**src/rtl/up_tpl_pn_stats_pkg.sv**
```systemverilog
// Shared constants for the JESD204 TPL ADC PN-monitor statistics block:
// register offsets inside the 64-word window, CONTROL bit positions,
// the CAPS version word and the post-OOS holdoff length.
// Optional feature macro: UP_TPL_PN_STATS_OOS_GATE_EN (see up_tpl_pn_counter).
package up_tpl_pn_stats_pkg;

    // Word offsets inside the block window
    localparam logic [5:0] REG_CAPS        = 6'h00;
    localparam logic [5:0] REG_CONTROL     = 6'h01;
    localparam logic [5:0] REG_OOS_LIVE    = 6'h02;
    localparam logic [5:0] REG_OOS_STICKY  = 6'h03;
    localparam logic [5:0] REG_OVF_STICKY  = 6'h04;
    localparam logic [5:0] REG_IRQ_MASK    = 6'h05;
    localparam logic [5:0] REG_SHADOW_BASE = 6'h20;

    // CONTROL register bit positions
    localparam int CTRL_SNAPSHOT_BIT = 0;
    localparam int CTRL_CLEAR_BIT    = 1;
    localparam int CTRL_FREEZE_BIT   = 2;

    // Layout version reported in CAPS[15:0]
    localparam logic [15:0] CAPS_VERSION = 16'h0001;

    // Cycles of counting inhibit after OOS falls (gate feature only)
    localparam int unsigned HOLDOFF_LEN    = 16;
    localparam logic [3:0]  HOLDOFF_RELOAD = 4'(HOLDOFF_LEN - 1);

    // True when a window offset addresses the shadow-count region
    function automatic logic is_shadow_offset(input logic [5:0] off);
        return (off[5] == 1'b1);
    endfunction

endpackage

```
**src/rtl/up_tpl_pn_counter.sv**
```systemverilog
// Per-channel PN error counter: saturating live count, snapshot shadow,
// overflow pulse toward the top-level sticky register.
// With UP_TPL_PN_STATS_OOS_GATE_EN defined, counting is inhibited while the
// channel is out of sync and for HOLDOFF_LEN cycles after OOS falls.
module up_tpl_pn_counter
    import up_tpl_pn_stats_pkg::*;
#(
    parameter int CNT_WIDTH = 24
) (
    input  logic                 clk,
    input  logic                 rst_n,
    input  logic                 pn_err,
    input  logic                 count_en,
`ifdef UP_TPL_PN_STATS_OOS_GATE_EN
    input  logic                 pn_oos,
    input  logic                 pn_oos_live,
`endif
    input  logic                 clear,
    input  logic                 snapshot,
    output logic [CNT_WIDTH-1:0] shadow,
    output logic                 ovf_set
);

    localparam logic [CNT_WIDTH-1:0] CNT_MAX = {CNT_WIDTH{1'b1}};
    localparam logic [CNT_WIDTH-1:0] CNT_ONE = {{(CNT_WIDTH-1){1'b0}}, 1'b1};

    logic [CNT_WIDTH-1:0] cnt_q;
    logic [CNT_WIDTH-1:0] cnt_d;
    logic [CNT_WIDTH-1:0] shadow_q;
    logic [CNT_WIDTH-1:0] shadow_d;
    logic                 inhibit_s;
    logic                 inc_s;
    logic                 ovf_s;

`ifdef UP_TPL_PN_STATS_OOS_GATE_EN
    logic [3:0] holdoff_q;
    logic [3:0] holdoff_d;

    // Holdoff reloads while the registered OOS is high, then drains to zero;
    // the raw input closes the one-cycle gap before OOS_LIVE catches up
    always_comb begin
        holdoff_d = holdoff_q;
        if (pn_oos_live) begin
            holdoff_d = HOLDOFF_RELOAD;
        end else if (holdoff_q != 4'd0) begin
            holdoff_d = holdoff_q - 4'd1;
        end else begin
            holdoff_d = 4'd0;
        end
        inhibit_s = pn_oos | pn_oos_live | (holdoff_q != 4'd0);
    end

    // Holdoff counter register
    always_ff @(posedge clk or negedge rst_n) begin
        if (!rst_n) begin
            holdoff_q <= 4'd0;
        end else begin
            holdoff_q <= holdoff_d;
        end
    end
`else
    assign inhibit_s = 1'b0;
`endif

    // Next count: clear beats increment, saturate at all-ones and flag overflow;
    // the shadow captures the pre-clear, pre-increment count
    always_comb begin
        inc_s = pn_err & count_en & ~inhibit_s;
        cnt_d = cnt_q;
        ovf_s = 1'b0;
        if (clear) begin
            cnt_d = '0;
        end else if (inc_s) begin
            if (cnt_q == CNT_MAX) begin
                cnt_d = cnt_q;
                ovf_s = 1'b1;
            end else begin
                cnt_d = cnt_q + CNT_ONE;
            end
        end else begin
            cnt_d = cnt_q;
        end

        if (snapshot) begin
            shadow_d = cnt_q;
        end else if (clear) begin
            shadow_d = '0;
        end else begin
            shadow_d = shadow_q;
        end
    end

    // Live counter and shadow registers
    always_ff @(posedge clk or negedge rst_n) begin
        if (!rst_n) begin
            cnt_q    <= '0;
            shadow_q <= '0;
        end else begin
            cnt_q    <= cnt_d;
            shadow_q <= shadow_d;
        end
    end

    assign shadow  = shadow_q;
    assign ovf_set = ovf_s;

endmodule

```
**src/rtl/up_tpl_adc_pn_stats.sv**
```systemverilog
// PN-monitor statistics register block for the JESD204 TPL ADC.
// Bus decode on the internal up bus, CONTROL/IRQ_MASK registers, OOS edge
// detection, OOS/overflow stickies, maskable interrupt, and one
// up_tpl_pn_counter per channel. rdata/rack/wack are zero unless this
// window is hit so the parent regmap can OR them together.
// Optional feature macro: UP_TPL_PN_STATS_OOS_GATE_EN (OOS counting gate).
module up_tpl_adc_pn_stats
    import up_tpl_pn_stats_pkg::*;
#(
    parameter logic [7:0] ADDR_BASE    = 8'h03,
    parameter int         NUM_CHANNELS = 8,
    parameter int         CNT_WIDTH    = 24
) (
    input  logic                    up_clk,
    input  logic                    up_rstn,
    input  logic [NUM_CHANNELS-1:0] up_pn_err,
    input  logic [NUM_CHANNELS-1:0] up_pn_oos,
    input  logic                    up_wreq,
    input  logic [13:0]             up_waddr,
    input  logic [31:0]             up_wdata,
    output logic                    up_wack,
    input  logic                    up_rreq,
    input  logic [13:0]             up_raddr,
    output logic [31:0]             up_rdata,
    output logic                    up_rack,
    output logic                    up_pn_irq
);

    // Writable IRQ_MASK bits: one OOS enable per channel plus global overflow enable
    localparam logic [31:0] IRQ_MASK_WR = (NUM_CHANNELS >= 32) ? 32'hFFFF_FFFF :
        (((32'h1 << NUM_CHANNELS) - 32'h1) | 32'h8000_0000);

    logic                    w_hit_s;
    logic                    r_hit_s;
    logic [5:0]              w_off_s;
    logic [5:0]              r_off_s;
    logic                    ctrl_wr_s;
    logic                    snapshot_s;
    logic                    clear_s;
    logic                    count_en_s;
    logic [NUM_CHANNELS-1:0] oos_w1c_s;
    logic [NUM_CHANNELS-1:0] ovf_w1c_s;
    logic [NUM_CHANNELS-1:0] oos_edge_s;
    logic [NUM_CHANNELS-1:0] ovf_set_s;
    logic [31:0]             rd_data_s;
    logic [CNT_WIDTH-1:0]    shadow_s [NUM_CHANNELS];

    logic                    freeze_q,     freeze_d;
    logic [31:0]             irq_mask_q,   irq_mask_d;
    logic [NUM_CHANNELS-1:0] oos_live_q,   oos_live_d;
    logic [NUM_CHANNELS-1:0] oos_prev_q,   oos_prev_d;
    logic [NUM_CHANNELS-1:0] oos_sticky_q, oos_sticky_d;
    logic [NUM_CHANNELS-1:0] ovf_sticky_q, ovf_sticky_d;
    logic                    irq_q,        irq_d;
    logic                    wack_q,       wack_d;
    logic                    rack_q,       rack_d;
    logic [31:0]             rdata_q,      rdata_d;

    assign w_hit_s    = up_wreq & (up_waddr[13:6] == ADDR_BASE);
    assign r_hit_s    = up_rreq & (up_raddr[13:6] == ADDR_BASE);
    assign w_off_s    = up_waddr[5:0];
    assign r_off_s    = up_raddr[5:0];
    assign ctrl_wr_s  = w_hit_s & (w_off_s == REG_CONTROL);
    assign snapshot_s = ctrl_wr_s & up_wdata[CTRL_SNAPSHOT_BIT];
    assign clear_s    = ctrl_wr_s & up_wdata[CTRL_CLEAR_BIT];
    assign count_en_s = ~freeze_q;

    // Per-channel counters share snapshot/clear/freeze strobes
    for (genvar g = 0; g < NUM_CHANNELS; g++) begin : g_ch
        up_tpl_pn_counter #(
            .CNT_WIDTH (CNT_WIDTH)
        ) u_cnt (
            .clk         (up_clk),
            .rst_n       (up_rstn),
            .pn_err      (up_pn_err[g]),
            .count_en    (count_en_s),
`ifdef UP_TPL_PN_STATS_OOS_GATE_EN
            .pn_oos      (up_pn_oos[g]),
            .pn_oos_live (oos_live_q[g]),
`endif
            .clear       (clear_s),
            .snapshot    (snapshot_s),
            .shadow      (shadow_s[g]),
            .ovf_set     (ovf_set_s[g])
        );
    end

    // Register writes, OOS edge detect, sticky set-beats-clear, irq combine
    always_comb begin
        freeze_d   = freeze_q;
        irq_mask_d = irq_mask_q;
        oos_w1c_s  = '0;
        ovf_w1c_s  = '0;
        if (w_hit_s) begin
            case (w_off_s)
                REG_CONTROL:    freeze_d   = up_wdata[CTRL_FREEZE_BIT];
                REG_OOS_STICKY: oos_w1c_s  = up_wdata[NUM_CHANNELS-1:0];
                REG_OVF_STICKY: ovf_w1c_s  = up_wdata[NUM_CHANNELS-1:0];
                REG_IRQ_MASK:   irq_mask_d = up_wdata & IRQ_MASK_WR;
                default:        freeze_d   = freeze_q;
            endcase
        end else begin
            freeze_d = freeze_q;
        end

        oos_live_d   = up_pn_oos;
        oos_prev_d   = oos_live_q;
        oos_edge_s   = oos_live_q & ~oos_prev_q;
        oos_sticky_d = (oos_sticky_q & ~oos_w1c_s) | oos_edge_s;
        ovf_sticky_d = (ovf_sticky_q & ~ovf_w1c_s) | ovf_set_s;
        irq_d        = (|(oos_sticky_q & irq_mask_q[NUM_CHANNELS-1:0])) |
                       ((|ovf_sticky_q) & irq_mask_q[31]);
    end

    // Read mux: fixed registers below 0x20, shadow counts from 0x20 upward
    always_comb begin
        rd_data_s = 32'h0;
        if (is_shadow_offset(r_off_s)) begin
            for (int n = 0; n < NUM_CHANNELS; n++) begin
                if (r_off_s[4:0] == 5'(n)) begin
                    rd_data_s[CNT_WIDTH-1:0] = shadow_s[n];
                end else begin
                    rd_data_s = rd_data_s;
                end
            end
        end else begin
            case (r_off_s)
                REG_CAPS:       rd_data_s = {8'(NUM_CHANNELS), 8'(CNT_WIDTH), CAPS_VERSION};
                REG_CONTROL:    rd_data_s = {29'h0, freeze_q, 2'b00};
                REG_OOS_LIVE:   rd_data_s[NUM_CHANNELS-1:0] = oos_live_q;
                REG_OOS_STICKY: rd_data_s[NUM_CHANNELS-1:0] = oos_sticky_q;
                REG_OVF_STICKY: rd_data_s[NUM_CHANNELS-1:0] = ovf_sticky_q;
                REG_IRQ_MASK:   rd_data_s = irq_mask_q;
                default:        rd_data_s = 32'h0;
            endcase
        end

        wack_d  = w_hit_s;
        rack_d  = r_hit_s;
        rdata_d = r_hit_s ? rd_data_s : 32'h0;
    end

    // Control, status and bus response registers
    always_ff @(posedge up_clk or negedge up_rstn) begin
        if (!up_rstn) begin
            freeze_q     <= 1'b0;
            irq_mask_q   <= 32'h0;
            oos_live_q   <= '0;
            oos_prev_q   <= '0;
            oos_sticky_q <= '0;
            ovf_sticky_q <= '0;
            irq_q        <= 1'b0;
            wack_q       <= 1'b0;
            rack_q       <= 1'b0;
            rdata_q      <= 32'h0;
        end else begin
            freeze_q     <= freeze_d;
            irq_mask_q   <= irq_mask_d;
            oos_live_q   <= oos_live_d;
            oos_prev_q   <= oos_prev_d;
            oos_sticky_q <= oos_sticky_d;
            ovf_sticky_q <= ovf_sticky_d;
            irq_q        <= irq_d;
            wack_q       <= wack_d;
            rack_q       <= rack_d;
            rdata_q      <= rdata_d;
        end
    end

    assign up_wack   = wack_q;
    assign up_rack   = rack_q;
    assign up_rdata  = rdata_q;
    assign up_pn_irq = irq_q;

endmodule

```
**config.mk**
```make
export PLATFORM = sky130hd
export DESIGN_NAME = up_tpl_adc_pn_stats
export DESIGN_NICKNAME = d
export VERILOG_FILES = /design/src/rtl/up_tpl_pn_stats_pkg.sv /design/src/rtl/up_tpl_pn_counter.sv /design/src/rtl/up_tpl_adc_pn_stats.sv
export SDC_FILE = /design/constraint.sdc
export NUM_CORES = 1
export LEC_CHECK = 0
export ABC_AREA = 1
export BUFFER_PORTS_ARGS = -buffer_cell sky130_fd_sc_hd__buf_4
export CORE_UTILIZATION = 65
export DETAILED_ROUTE_END_ITERATION = 8
export PLACE_DENSITY_LB_ADDON = 0.15
export REMOVE_ABC_BUFFERS = 1
export SYNTH_ARGS = -nofsm -noshare
export SYNTH_HDL_FRONTEND = slang
export SYNTH_HIERARCHICAL = 1
export SYNTH_SLANG_ARGS = --single-unit
export TNS_END_PERCENT = 10
```
**constraint.sdc**
```tcl
create_clock -name up_clk -period 2.9 [get_ports up_clk]
set_input_delay 0 -clock up_clk [delete_from_list [all_inputs] [get_ports up_clk]]
set_output_delay 0 -clock up_clk [all_outputs]
set_load 0.05 [all_outputs]
```
==> impl_metrics.csv <==
group,metric,value,unit
placed_design,place_hpwl,48.1,mm
yosys,yosysTopAreaCell,"dfrtp_1",
pwr,p_leak,13.3,nW
setup_path,required,3.30,ns
sta,max_freq,400,MHz
pwr,pwr-share-clk,43.6,%
yosys,ys_types,35,
sta,slew_headroom,25.9,%
layout,drive_gt1_share,10.3,%
floorplan,dieWidth,197,um
clock_network,cts_resized,0,
yosys,yosys_warnings,6,
setup_path,crit_chain,"dlygate4sd3_1, buf_4, nor4_4, nand4_1, nor2_4, buf_12, inv_1, nand3_1, o21ai_0",
yosys,syn_inst,3339,
setup_path,start_kind,"input port",
drt,wire_per_inst,17.5,um
grt,grt_pass1_wl,112,mm
sta,finalCritPeriodShare,86.2,%
yosys,synth_area_leaders,"dfrtp_1 46%, nand2_1 18%, nand3_1 7.4%",
pwr,power_density,526,nW/um2
drt,drt_iter0_markers,2200,
yosys,synth.avg_cell_area,7.41,um2
floorplan,boundaryPins,115,
setup_path,crit_path_max_incr_delay,0.54,ns
clock_network,cts_setup_buffers,0,
pwr,vdd_drop_max,0.716,mV
drt,wl,69.5,mm
clock_network,h-tree-depth,2,
run_status,status,"finished with violations",
yosys,ys_seq_elements,455,
setup_path,crit_fanout,40,
drt,vias_per_cell,5.73,
pwr,netSwitchingPower,0.00374,W
sta,hold_violations,0,
pwr,power_frac_seq,47.4,%
sta,hold_ws,0.0395,ns
pwr,combPwrFrac,9.0,%
sta,slew_violations,0,
layout,nets,3518,
drt,drc,2,
floorplan,dieArea,38800,um2
floorplan,core,37600,um2
setup_path,cp.arrival,2.90,ns
sta,setup_viol,0,
drt,ant_nets,0,
floorplan,die_y,197,um
placed_design,gp_congestion,0.971,
grt,grt_pass1_vias,21300,
grt,antenna_found_initial,0,
clock_network,clock_latency,0.60,ns
clock_network,cts_tree,"yes",
pwr,switching_share,25.7,%
clock_network,cts_max_path_buffers,3,
grt,track_usage,36.5,%
sta,rsz0062_at_grt,"false",
layout,flow.area_growth_from_synthesis,12.0,%
sta,fin_worst_skew,0.0301,ns
placed_design,port_buffers,85,
floorplan,row_count,71,
layout,diodes,0,
run,cap_viol_max_count,0,
drt,vias,22800,
clock_network,numCtsBuffers,49,
grt,gr-total-overflow,0,
setup_path,crit_slowest_cell,"dlygate4sd3_1",
sta,tns,0,ns
floorplan,start_util,65.8,%
yosys,netlist_area,24700,um2
hold_path,hp-class,"input port to register",
sta,finalCriticalPeriod,2.50,ns
clock_network,cts_root_buf,"clkbuf_16",
run_status,violations,"DRC",
pwr,intPower,0.0108,W
yosys,ys_seq_area_share,46.0,%
sta,tightest_slew,1.11,ns
clock_network,clk_pin_slew,0.06,ns
drt,dr.pass1.iters,8,
setup_path,path_class,"input port to register",
setup_path,crit_path_end_kind,"register",
clock_network,cts.sinks,455,
grt,grt_max_degree,91,
yosys,synth_top_cell_area_share,46.0,%
==> synthesized netlist by cell type <==
library cell / count
conb_1: 1
inv_1: 307
xnor2_1: 8
a22o_1: 1
or2_2: 6
ha_1: 8
o21ai_2: 48
or2_1: 1
nand3_1: 367
nor2_4: 23
nand3_2: 11
nor4_4: 1
nand4_1: 64
nor2_1: 244
buf_4: 19
or2_0: 11
buf_6: 26
inv_2: 17
clkbuf_1: 69
clkbuf_2: 1
buf_2: 22
o21bai_1: 8
nor3_1: 18
nand2_1: 1188
o21ai_0: 173
nand2_2: 20
a21oi_1: 49
o211ai_1: 1
nand2_4: 8
a221oi_1: 2
o21ai_1: 61
nand3b_1: 9
nor2_2: 28
xor2_1: 64
dfrtp_1: 455
==> worst paths after layout <==
path,slack [ns],cells after the start,endpoint,from
worst max-delay path,0.40,9,g_ch[3].u_cnt/shadow[22],up_waddr[8]
worst min-delay path,0.04,8,up_rdata[5],up_raddr[5]
worst max register to register,0.74,7,g_ch[4].u_cnt/cnt_q[19],freeze_q
worst min register to register,0.41,1,oos_sticky_q[2],oos_prev_q[2]
max in group asynchronous,1.05,4,g_ch[0].u_cnt/cnt_q[23],up_rstn
min in group asynchronous,0.48,3,up_wack,up_rstn
==> kinds of logic (layout without fill, tap and decap cells) <==
logic type | count (synthesis) | after routing | share of synthesized area [%]
other | 1 | 6 | 0.0152
xor gates and xnor gates | 72 | 72 | 2.55
buffers and inverters | 461 | 581 | 8.19
adders and majority gates | 8 | 8 | 0.405
DFF | 455 | 455 | 46.0
AOI/OAI and AO/OA | 343 | 343 | 7.80
and+or+nand+nor | 1999 | 1999 | 35.0
==> placed cells by master (no fill, tap or decap), types with 2 or more instances in the layout <==
master,netlist,routed
nand4_1,64,64
a221oi_1,2,2
dfrtp_1,455,455
o21bai_1,8,8
nor3_1,18,18
inv_2,17,17
o21ai_1,61,61
buf_4,19,113
clkbuf_1,69,11
nand3_1,367,367
clkbuf_16,0,51
nor2_1,244,241
o21ai_2,48,48
or2_0,11,11
nand2_1,1188,1188
a21oi_1,49,49
clkinv_2,0,8
bufinv_16,0,4
nor2_4,23,24
dlygate4sd3_1,0,53
or2_2,6,6
ha_1,8,8
nand2_4,8,8
xnor2_1,8,8
nand2_2,20,20
conb_1,1,6
o21ai_0,173,173
nand3b_1,9,9
clkbuf_8,0,9
xor2_1,64,64
inv_1,307,307
nand3_2,11,11
nor2_2,28,30
buf_12,0,5
==> layer usage <==
layer / global-route usage (%) / wire length (um)
met1: 51.2 / 29400
met2: 57.0 / 31400
met3: 6.52 / 6330
met4: 14.0 / 2420
met5: 0 / 0
==> repair_timing <==
item / 4_1_cts / 5_1_grt
hold buffers: 53 / 0
endpoints found under the setup margin: 0 / 0
endpoints found under the hold margin: 460 / 0
==> layout make-up <==
type	count	area, um2
inverter	324	1220
timing repair buffer	172	1490
fill	2927	9860
clock inverter	14	176
sequential	455	11400
clock buffer	71	1440
tap	511	639
multi-input combinational	2428	11400
==> critical path, delay by kind of cell <==
kind	cells	cell delay, ns
and+or+nand+nor	4	1.31
buffers and inverters	4	1.43
AOI/OAI and AO/OA	1	0.11
==> power by group through the flow <==
| stage | clock network, W | registers [W] | logic (W) |
|---|---|---|---|
| floorplan | 0 | 0.00693 | 0.000832 |
| global placement | 0 | 0.00699 | 0.00120 |
| detailed placement | 0 | 0.00701 | 0.00126 |
| CTS | 0.00643 | 0.00690 | 0.00132 |
| global route | 0.00668 | 0.00695 | 0.00147 |
| finish | 0.00635 | 0.00691 | 0.00131 |
==> registers in the layout, indices dropped and copies added, names as in the netlist <==
signal             count
irq_mask_q             9
up_rdata              26
freeze_q               1
oos_sticky_q           8
oos_prev_q             8
up_pn_irq              1
g_ch.u_cnt/shadow    192
up_rack                1
oos_live_q             8
ovf_sticky_q           8
g_ch.u_cnt/cnt_q     192
up_wack                1
==> stage by stage <==
stage / power [W] / cells / worst slack [ns] / util (%) / cell area, um2
global placement: 0.00819 / 3837 / 0.505 / 68.0 / 25600
CTS: 0.0146 / 3975 / 0.515 / 73.7 / 27700
floorplan: 0.00776 / 3207 / -1.57 / - / 23900
detailed placement: 0.00827 / 3837 / 0.363 / 68.0 / 25600
global route: 0.0151 / 3975 / 0.213 / 73.7 / 27700
finish: 0.0146 / 3975 / 0.400 / 73.7 / 27700
No activity file was read; power rests on OpenSTA's default activity.
